`src/rtl/vram_write_buffer_pkg.sv`:
```
// Shared definitions for the CPU-to-VRAM write buffer: entry layout and
// width helpers used by the top level and its FIFO.
`ifndef VRAM_ADDR_WIDTH
`define VRAM_ADDR_WIDTH 16
`endif

package vram_write_buffer_pkg;

    localparam int DATA_W        = 8;
    localparam int VRAM_ADDR_W   = `VRAM_ADDR_WIDTH;
    localparam int DEFAULT_DEPTH = 16;

    // One queued CPU write at the default VRAM address width.
    typedef struct packed {
        logic [VRAM_ADDR_W-1:0] addr;
        logic [DATA_W-1:0]      data;
    } vram_entry_t;

    // Packed entry width for a given address width: {addr, data}.
    function automatic int entry_width(input int addr_w);
        return addr_w + DATA_W;
    endfunction

endpackage

```
`src/rtl/vram_write_buffer_if.sv`:
```
// CPU write bus into the VRAM write buffer. The CPU side is the master
// (drives strobe/address/data), the buffer is the slave (returns ready).
`ifndef VRAM_ADDR_WIDTH
`define VRAM_ADDR_WIDTH 16
`endif

interface vram_write_buffer_if
    import vram_write_buffer_pkg::*;
#(
    parameter int ADDR_WIDTH = `VRAM_ADDR_WIDTH
) ();

    logic                  cpu_we;
    logic [ADDR_WIDTH-1:0] cpu_address;
    logic [DATA_W-1:0]     cpu_data;
    logic                  cpu_ready;

    modport master (
        output cpu_we,
        output cpu_address,
        output cpu_data,
        input  cpu_ready
    );

    modport slave (
        input  cpu_we,
        input  cpu_address,
        input  cpu_data,
        output cpu_ready
    );

endinterface

```
`src/rtl/vram_write_buffer_sync_fifo.sv`:
```
// Synchronous first-word-fall-through FIFO. The head entry is always
// visible on rd_data; push/pop are qualified internally by full/empty so a
// push while full (even with a simultaneous pop) is refused.
module sync_fifo_m #(
    parameter  int WIDTH = 24,
    parameter  int DEPTH = 16,
    localparam int PTR_W = $clog2(DEPTH),
    localparam int LVL_W = PTR_W + 1
) (
    input  logic             clk,
    input  logic             rst,
    input  logic             push,
    input  logic             pop,
    input  logic [WIDTH-1:0] wr_data,
    output logic [WIDTH-1:0] rd_data,
    output logic             full,
    output logic             empty,
    output logic [LVL_W-1:0] level
);

    logic [WIDTH-1:0] mem [DEPTH];
    logic [PTR_W-1:0] wr_ptr;
    logic [PTR_W-1:0] rd_ptr;
    logic [LVL_W-1:0] level_q;
    logic             do_push;
    logic             do_pop;

    // Status decodes from the registered level only.
    assign full    = (level_q == LVL_W'(DEPTH));
    assign empty   = (level_q == '0);
    assign level   = level_q;
    assign do_push = push && !full;
    assign do_pop  = pop && !empty;
    assign rd_data = mem[rd_ptr];

    // Storage write; contents are intentionally not reset, writes blocked in reset.
    always_ff @(posedge clk) begin
        if (rst && do_push) begin
            mem[wr_ptr] <= wr_data;
        end
    end

    // Pointer and level bookkeeping; pointers wrap naturally at DEPTH.
    always_ff @(posedge clk) begin
        if (!rst) begin
            wr_ptr  <= '0;
            rd_ptr  <= '0;
            level_q <= '0;
        end else begin
            if (do_push) begin
                wr_ptr <= wr_ptr + 1'b1;
            end
            if (do_pop) begin
                rd_ptr <= rd_ptr + 1'b1;
            end
            case ({do_push, do_pop})
                2'b10:   level_q <= level_q + 1'b1;
                2'b01:   level_q <= level_q - 1'b1;
                default: level_q <= level_q;
            endcase
        end
    end

endmodule

```
`src/rtl/vram_write_buffer.sv`:
```
// CPU write buffer in front of the GPU VRAM port. CPU writes are queued at
// any time and drained one per clock only while the video timing reports
// the writable window, so they never collide with scan-out fetches.
`ifndef VRAM_ADDR_WIDTH
`define VRAM_ADDR_WIDTH 16
`endif

module vram_write_buffer
    import vram_write_buffer_pkg::*;
#(
    parameter  int ADDR_WIDTH = `VRAM_ADDR_WIDTH,
    parameter  int DEPTH      = DEFAULT_DEPTH,
    localparam int LVL_W      = $clog2(DEPTH) + 1,
    localparam int ENTRY_W    = entry_width(ADDR_WIDTH)
) (
    input  logic                   clk,
    input  logic                   rst,
    vram_write_buffer_if.slave     bus,
    input  logic                   writable,
    output logic                   vram_we,
    output logic [ADDR_WIDTH-1:0]  vram_address,
    output logic [DATA_W-1:0]      vram_data,
    output logic [LVL_W-1:0]       level,
    output logic                   empty,
    output logic                   overflow,
    input  logic                   overflow_clr
);

    typedef struct packed {
        logic [ADDR_WIDTH-1:0] addr;
        logic [DATA_W-1:0]     data;
    } entry_t;

    entry_t             wr_entry;
    entry_t             head;
    logic [ENTRY_W-1:0] head_bits;
    logic               full;
    logic               push;
    logic               drop;

    assign wr_entry      = '{addr: bus.cpu_address, data: bus.cpu_data};
    assign bus.cpu_ready = !full;
    assign push          = bus.cpu_we && !full;
    assign drop          = bus.cpu_we && full;

    // No bypass: an entry pushed this cycle is not at the head until next cycle.
    assign vram_we       = writable && !empty;
    assign head          = entry_t'(head_bits);
    assign vram_address  = head.addr;
    assign vram_data     = head.data;

    sync_fifo_m #(
        .WIDTH (ENTRY_W),
        .DEPTH (DEPTH)
    ) u_fifo (
        .clk     (clk),
        .rst     (rst),
        .push    (push),
        .pop     (vram_we),
        .wr_data (wr_entry),
        .rd_data (head_bits),
        .full    (full),
        .empty   (empty),
        .level   (level)
    );

    // Sticky overflow flag; a drop in the same cycle as a clear keeps it set.
    always_ff @(posedge clk) begin
        if (!rst) begin
            overflow <= 1'b0;
        end else if (drop) begin
            overflow <= 1'b1;
        end else if (overflow_clr) begin
            overflow <= 1'b0;
        end
    end

endmodule

```
`src/flat_wrapper.sv`:
```
// flat-port wrapper written by rule: the top's interface ports become plain ports
module vram_write_buffer_flat import vram_write_buffer_pkg::*;
#(
    parameter  int ADDR_WIDTH = `VRAM_ADDR_WIDTH,
    parameter  int DEPTH      = DEFAULT_DEPTH,
    localparam int LVL_W      = $clog2(DEPTH) + 1,
    localparam int ENTRY_W    = entry_width(ADDR_WIDTH)
)
  (clk, rst, writable, vram_we, vram_address, vram_data, level, empty, overflow, overflow_clr, bus_cpu_we, bus_cpu_address, bus_cpu_data, bus_cpu_ready);
  vram_write_buffer_if #(.ADDR_WIDTH(ADDR_WIDTH)) bus_i ();
  input  logic clk;
  input  logic rst;
  input  logic writable;
  output logic vram_we;
  output logic [ADDR_WIDTH-1:0] vram_address;
  output logic [DATA_W-1:0] vram_data;
  output logic [LVL_W-1:0] level;
  output logic empty;
  output logic overflow;
  input  logic overflow_clr;
  input wire logic [$bits(bus_i.cpu_we)-1:0] bus_cpu_we;
  input wire logic [$bits(bus_i.cpu_address)-1:0] bus_cpu_address;
  input wire logic [$bits(bus_i.cpu_data)-1:0] bus_cpu_data;
  output wire logic [$bits(bus_i.cpu_ready)-1:0] bus_cpu_ready;
  assign bus_i.cpu_we = bus_cpu_we;
  assign bus_i.cpu_address = bus_cpu_address;
  assign bus_i.cpu_data = bus_cpu_data;
  assign bus_cpu_ready = bus_i.cpu_ready;
  vram_write_buffer #(.ADDR_WIDTH(ADDR_WIDTH), .DEPTH(DEPTH)) u_core (.clk(clk), .rst(rst), .bus(bus_i), .writable(writable), .vram_we(vram_we), .vram_address(vram_address), .vram_data(vram_data), .level(level), .empty(empty), .overflow(overflow), .overflow_clr(overflow_clr));
endmodule
```
`config.mk`:
```
export PLATFORM = sky130hd
export DESIGN_NAME = vram_write_buffer_flat
export DESIGN_NICKNAME = d
export VERILOG_FILES = /design/src/rtl/vram_write_buffer_pkg.sv /design/src/rtl/vram_write_buffer_if.sv /design/src/rtl/vram_write_buffer_sync_fifo.sv /design/src/rtl/vram_write_buffer.sv /design/src/flat_wrapper.sv
export SDC_FILE = /design/constraint.sdc
export NUM_CORES = 1
export LEC_CHECK = 0
export CAP_MARGIN = 20
export CELL_PAD_IN_SITES_DETAIL_PLACEMENT = 1
export CELL_PAD_IN_SITES_GLOBAL_PLACEMENT = 1
export CORE_ASPECT_RATIO = 0.5
export CORE_MARGIN = 2
export CORE_UTILIZATION = 35
export DETAILED_ROUTE_END_ITERATION = 8
export GPL_TIMING_DRIVEN = 0
export PLACE_DENSITY = 0.67
export SLEW_MARGIN = 25
export SYNTH_ARGS = -nofsm -noshare
export SYNTH_HDL_FRONTEND = slang
export SYNTH_SLANG_ARGS = --single-unit
```
`constraint.sdc`:
```
create_clock -name clk -period 4.3 [get_ports clk]
set_input_delay 0.86 -clock clk [delete_from_list [all_inputs] [get_ports clk]]
set_output_delay 0.86 -clock clk [all_outputs]
set_load 0.05 [all_outputs]
```
==> impl_metrics.env <==
export IMPL_outcome="finished clean"
export IMPL_cts_buffer_depth=3
export IMPL_start_util_pct=35.50
export IMPL_post_cts_setup_buffer_count=0
export IMPL_cts_hold_buf=0
export IMPL_yosys_warnings=0
export IMPL_crit_required_ns=3.44
export IMPL_criticalPathCategory="reg2out"
export IMPL_drt_iter0_drc=594
export IMPL_cp_end_kind="primary output"
export IMPL_synthArstFlopShare_pct=0
export IMPL_power_leakage_uw=0.005841
export IMPL_fmax_mhz=236.2
export IMPL_min_period_ns=4.235
export IMPL_grt_overflow=0
export IMPL_dp_slack_ns=0.2888
export IMPL_die_area_mm2=0.04608
export IMPL_gp_congestion=0.7158
export IMPL_crit_path_frequent_cell="clkbuf_1"
export IMPL_hp_class="reg2reg"
export IMPL_nets=892
export IMPL_finalCritPeriodShare_pct=98.48
export IMPL_synthCells=726
export IMPL_finClkSkew_ns=0.01946
export IMPL_setup_viol=0
export IMPL_antenna_found_initial=1
export IMPL_row_count=54
export IMPL_cts_tree="yes"
export IMPL_syn_nets=763
export IMPL_grt_pass1_wl_um=54600
export IMPL_avgViaCountPerCell=5.174
export IMPL_ys_ff_latch=402
export IMPL_critPathSlowestCell="clkdlybuf4s50_1"
export IMPL_peakVddDrop_v=0.0002770
export IMPL_syn_to_final_growth_pct=19.81
export IMPL_ys_seq_area_share_pct=76.74
export IMPL_dp_cells=1403
export IMPL_r2r_start="u_core.u_fifo.level[0]$_SDFFE_PN0P_"
export IMPL_grt_max_degree=18
export IMPL_r2r_end="u_core.u_fifo.mem[3][2]$_DFFE_PP_"
export IMPL_crit_chain="nor2b_1, clkbuf_1, clkbuf_1, a22oi_1, nand2_1, clkdlybuf4s50_1"
export IMPL_antenna_left=0
export IMPL_clk_latency_ns=0.55
export IMPL_layout_drive_gt1_share_pct=24.55
export IMPL_clk_pin_slew_ns=0.07
export IMPL_io_buffers=61
export IMPL_hp_start="u_core.overflow$_SDFFE_PN0P_"
export IMPL_r2r_setup_slack_ns=1.16
export IMPL_dp_hpwl_um=23870
export IMPL_worstHoldEndpoint="u_core.overflow$_SDFFE_PN0P_"
export IMPL_path_buf_inv=3
export IMPL_critPathTopFamily="buffers and inverters"
export IMPL_first_pass_iters=5
export IMPL_hold_viol_final=0
export IMPL_maxCapViolCount=0
export IMPL_wirelength_um=36070
export IMPL_clock_root_buffer="clkbuf_16"
export IMPL_cp_arrival_ns=3.37
export IMPL_final_cells=1473
export IMPL_syn_cell_area_mm2=0.01550
export IMPL_synth_area_leaders="edfxtp_1 (74%), mux4_2 (14%), dfxtp_1 (2.3%)"
export IMPL_synth_top_area_share_pct=74.41
export IMPL_wl_per_cell_um=24.49
export IMPL_ff2ff_path_depth=8
export IMPL_power_density_mw_per_mm2=519.9
export IMPL_rsz0062_at_grt="true"
export IMPL_cts_htree_levels=2
export IMPL_drcViolationCount=0
export IMPL_die_w_um=301.6
export IMPL_cp_depth=6
export IMPL_ioPinCount=62
export IMPL_vias=7622
export IMPL_synth_cell_types=44
export IMPL_drv_slew=0
export IMPL_final_area_mm2=0.01857
export IMPL_synth_top_area_cell="edfxtp_1"
export IMPL_fp_coreArea_mm2=0.04365
export IMPL_grt_pass1_vias=8416
export IMPL_grtUsageTotal_pct=16.09
export IMPL_path_max_fanout=10
export IMPL_numCtsBuffers=38
export IMPL_synth_edf_count=384
export IMPL_min_path_cells=2
export IMPL_worstMarginPinSlew_ns=0.9567
export IMPL_post_dp_cell_area_mm2=0.01741
export IMPL_postSynthAreaPerCell_um2=21.34
export IMPL_tns_ns=0
export IMPL_setup_ws_ns=0.06542
export IMPL_cp_start_kind="flop"
export IMPL_maxSlewHeadroom_pct=36.22
export IMPL_die_height_um=152.8
export IMPL_worst_hold_slack_ns=0.5636
export IMPL_critPathMaxStageDelay_ns=0.85
export IMPL_synthFlopType="edfxtp_1"
export IMPL_cts_sinks=402
-- stage by stage --
step	total power (µW)	util, %
after floorplan	5980	-
after global placement	6574	38.59
after detailed placement	6654	39.90
after CTS	9748	42.49
after global routing	10010	42.54
final	9653	42.54
-- Yosys cell counts (2+ instances only) --
cell       instances
o2111ai_1          2
and2_1             7
buf_2             12
nor2b_1           10
edfxtp_1         384
a22oi_1           48
nand3b_1           2
nand2b_1           4
nand4_1            3
buf_6              6
ha_1               8
o21a_1             3
mux2i_1            5
a21oi_1            2
mux4_2            96
nand2_1           31
inv_1              5
nor3_1             5
xnor2_1            4
nand3_1            8
clkbuf_1          24
a21o_1             2
dfxtp_1           18
nor2_1            16
nand4b_1           2
-- tightest hold or removal path, delay by kind of cell (launching register included) --
kind            cells  cell delay [ns]
compound gates      1             0.06
flops               1             0.35
simple gates        1             0.11
-- where the power goes --
part           switching (µW)  leakage (µW)  total, µW  internal, µW
clock network            1420      0.000556       3100          1680
registers                47.9       0.00361       4430          4380
logic                    1240       0.00168       2120           880
-- flip-flops by register name, indices dropped and copies added (netlist names), named ones only --
name and flops:
u_core.u_fifo.rd_ptr 4, u_core.u_fifo.wr_ptr 4, u_core.u_fifo.level 5, u_core.u_fifo.mem 384
u_core.overflow 1
-- worst max path at each step --
stage	start	end
after CTS	flop	vram_address[13]
after detailed placement	rst	u_core.u_fifo.mem[3][5]$_DFFE_PP_
after global routing	flop	vram_data[6]
final	flop	vram_address[13]
after floorplan	u_core.u_fifo.level[1]$_SDFFE_PN0P_	u_core.u_fifo.mem[0][0]$_DFFE_PP_
after global placement	rst	u_core.u_fifo.mem[3][11]$_DFFE_PP_
-- cell families after synthesis --
logic type / after synthesis / synth area share, %
DFF: 402 / 76.74
muxes: 101 / 14.28
buffers and inverters: 48 / 1.550
AOI/OAI and AO/OA: 67 / 3.375
xor gates and xnor gates: 5 / 0.2826
and+or+nand+nor: 95 / 3.133
adders and majority gates: 8 / 0.6460
-- layer usage --
metal  track usage (%)  part of all wire (%)  vias to the layer above
met5                 0                     0                        -
met4             4.173                   1.7                        0
met3             3.122                   5.0                       42
met2             26.33                    49                      177
met1             22.15                    44                     4118
li1                  -                     -                     3285
-- cells in the final DEF (no fill, tap or decap), drive strengths merged, types with 3 or more instances in the layout --
cell             n
clkbuf          76
a22oi           48
nor2            16
edfxtp         384
mux4            96
xnor2            4
clkdlybuf4s50   59
and2             7
nor3             5
mux2i            5
nor2b           10
ha               8
nand4            3
dfxtp           18
buf             42
inv              7
nand2           31
o21a             4
nand3            8
nand2b           4
clkinv          19
-- timing repair --
action                                 in CTS  in global routing
pin swaps                                   0                  0
setup endpoints to repair                   6                 14
resized for setup                           1                  9
endpoints found under the hold margin       0                  0
-- final cells by class --
class	count	area, µm²
Timing Repair Buffer	89	1077
Sequential cell	402	11890
Tap cell	588	735.7
Multi-Input combinational cell	276	3475
Fill cell	4157	25080
Inverter	5	18.77
Buffer	43	236.5
Clock inverter	22	122.6
Antenna cell	1	2.502
Clock buffer	47	1006
Note: power is estimated with default switching activity, not from simulation.
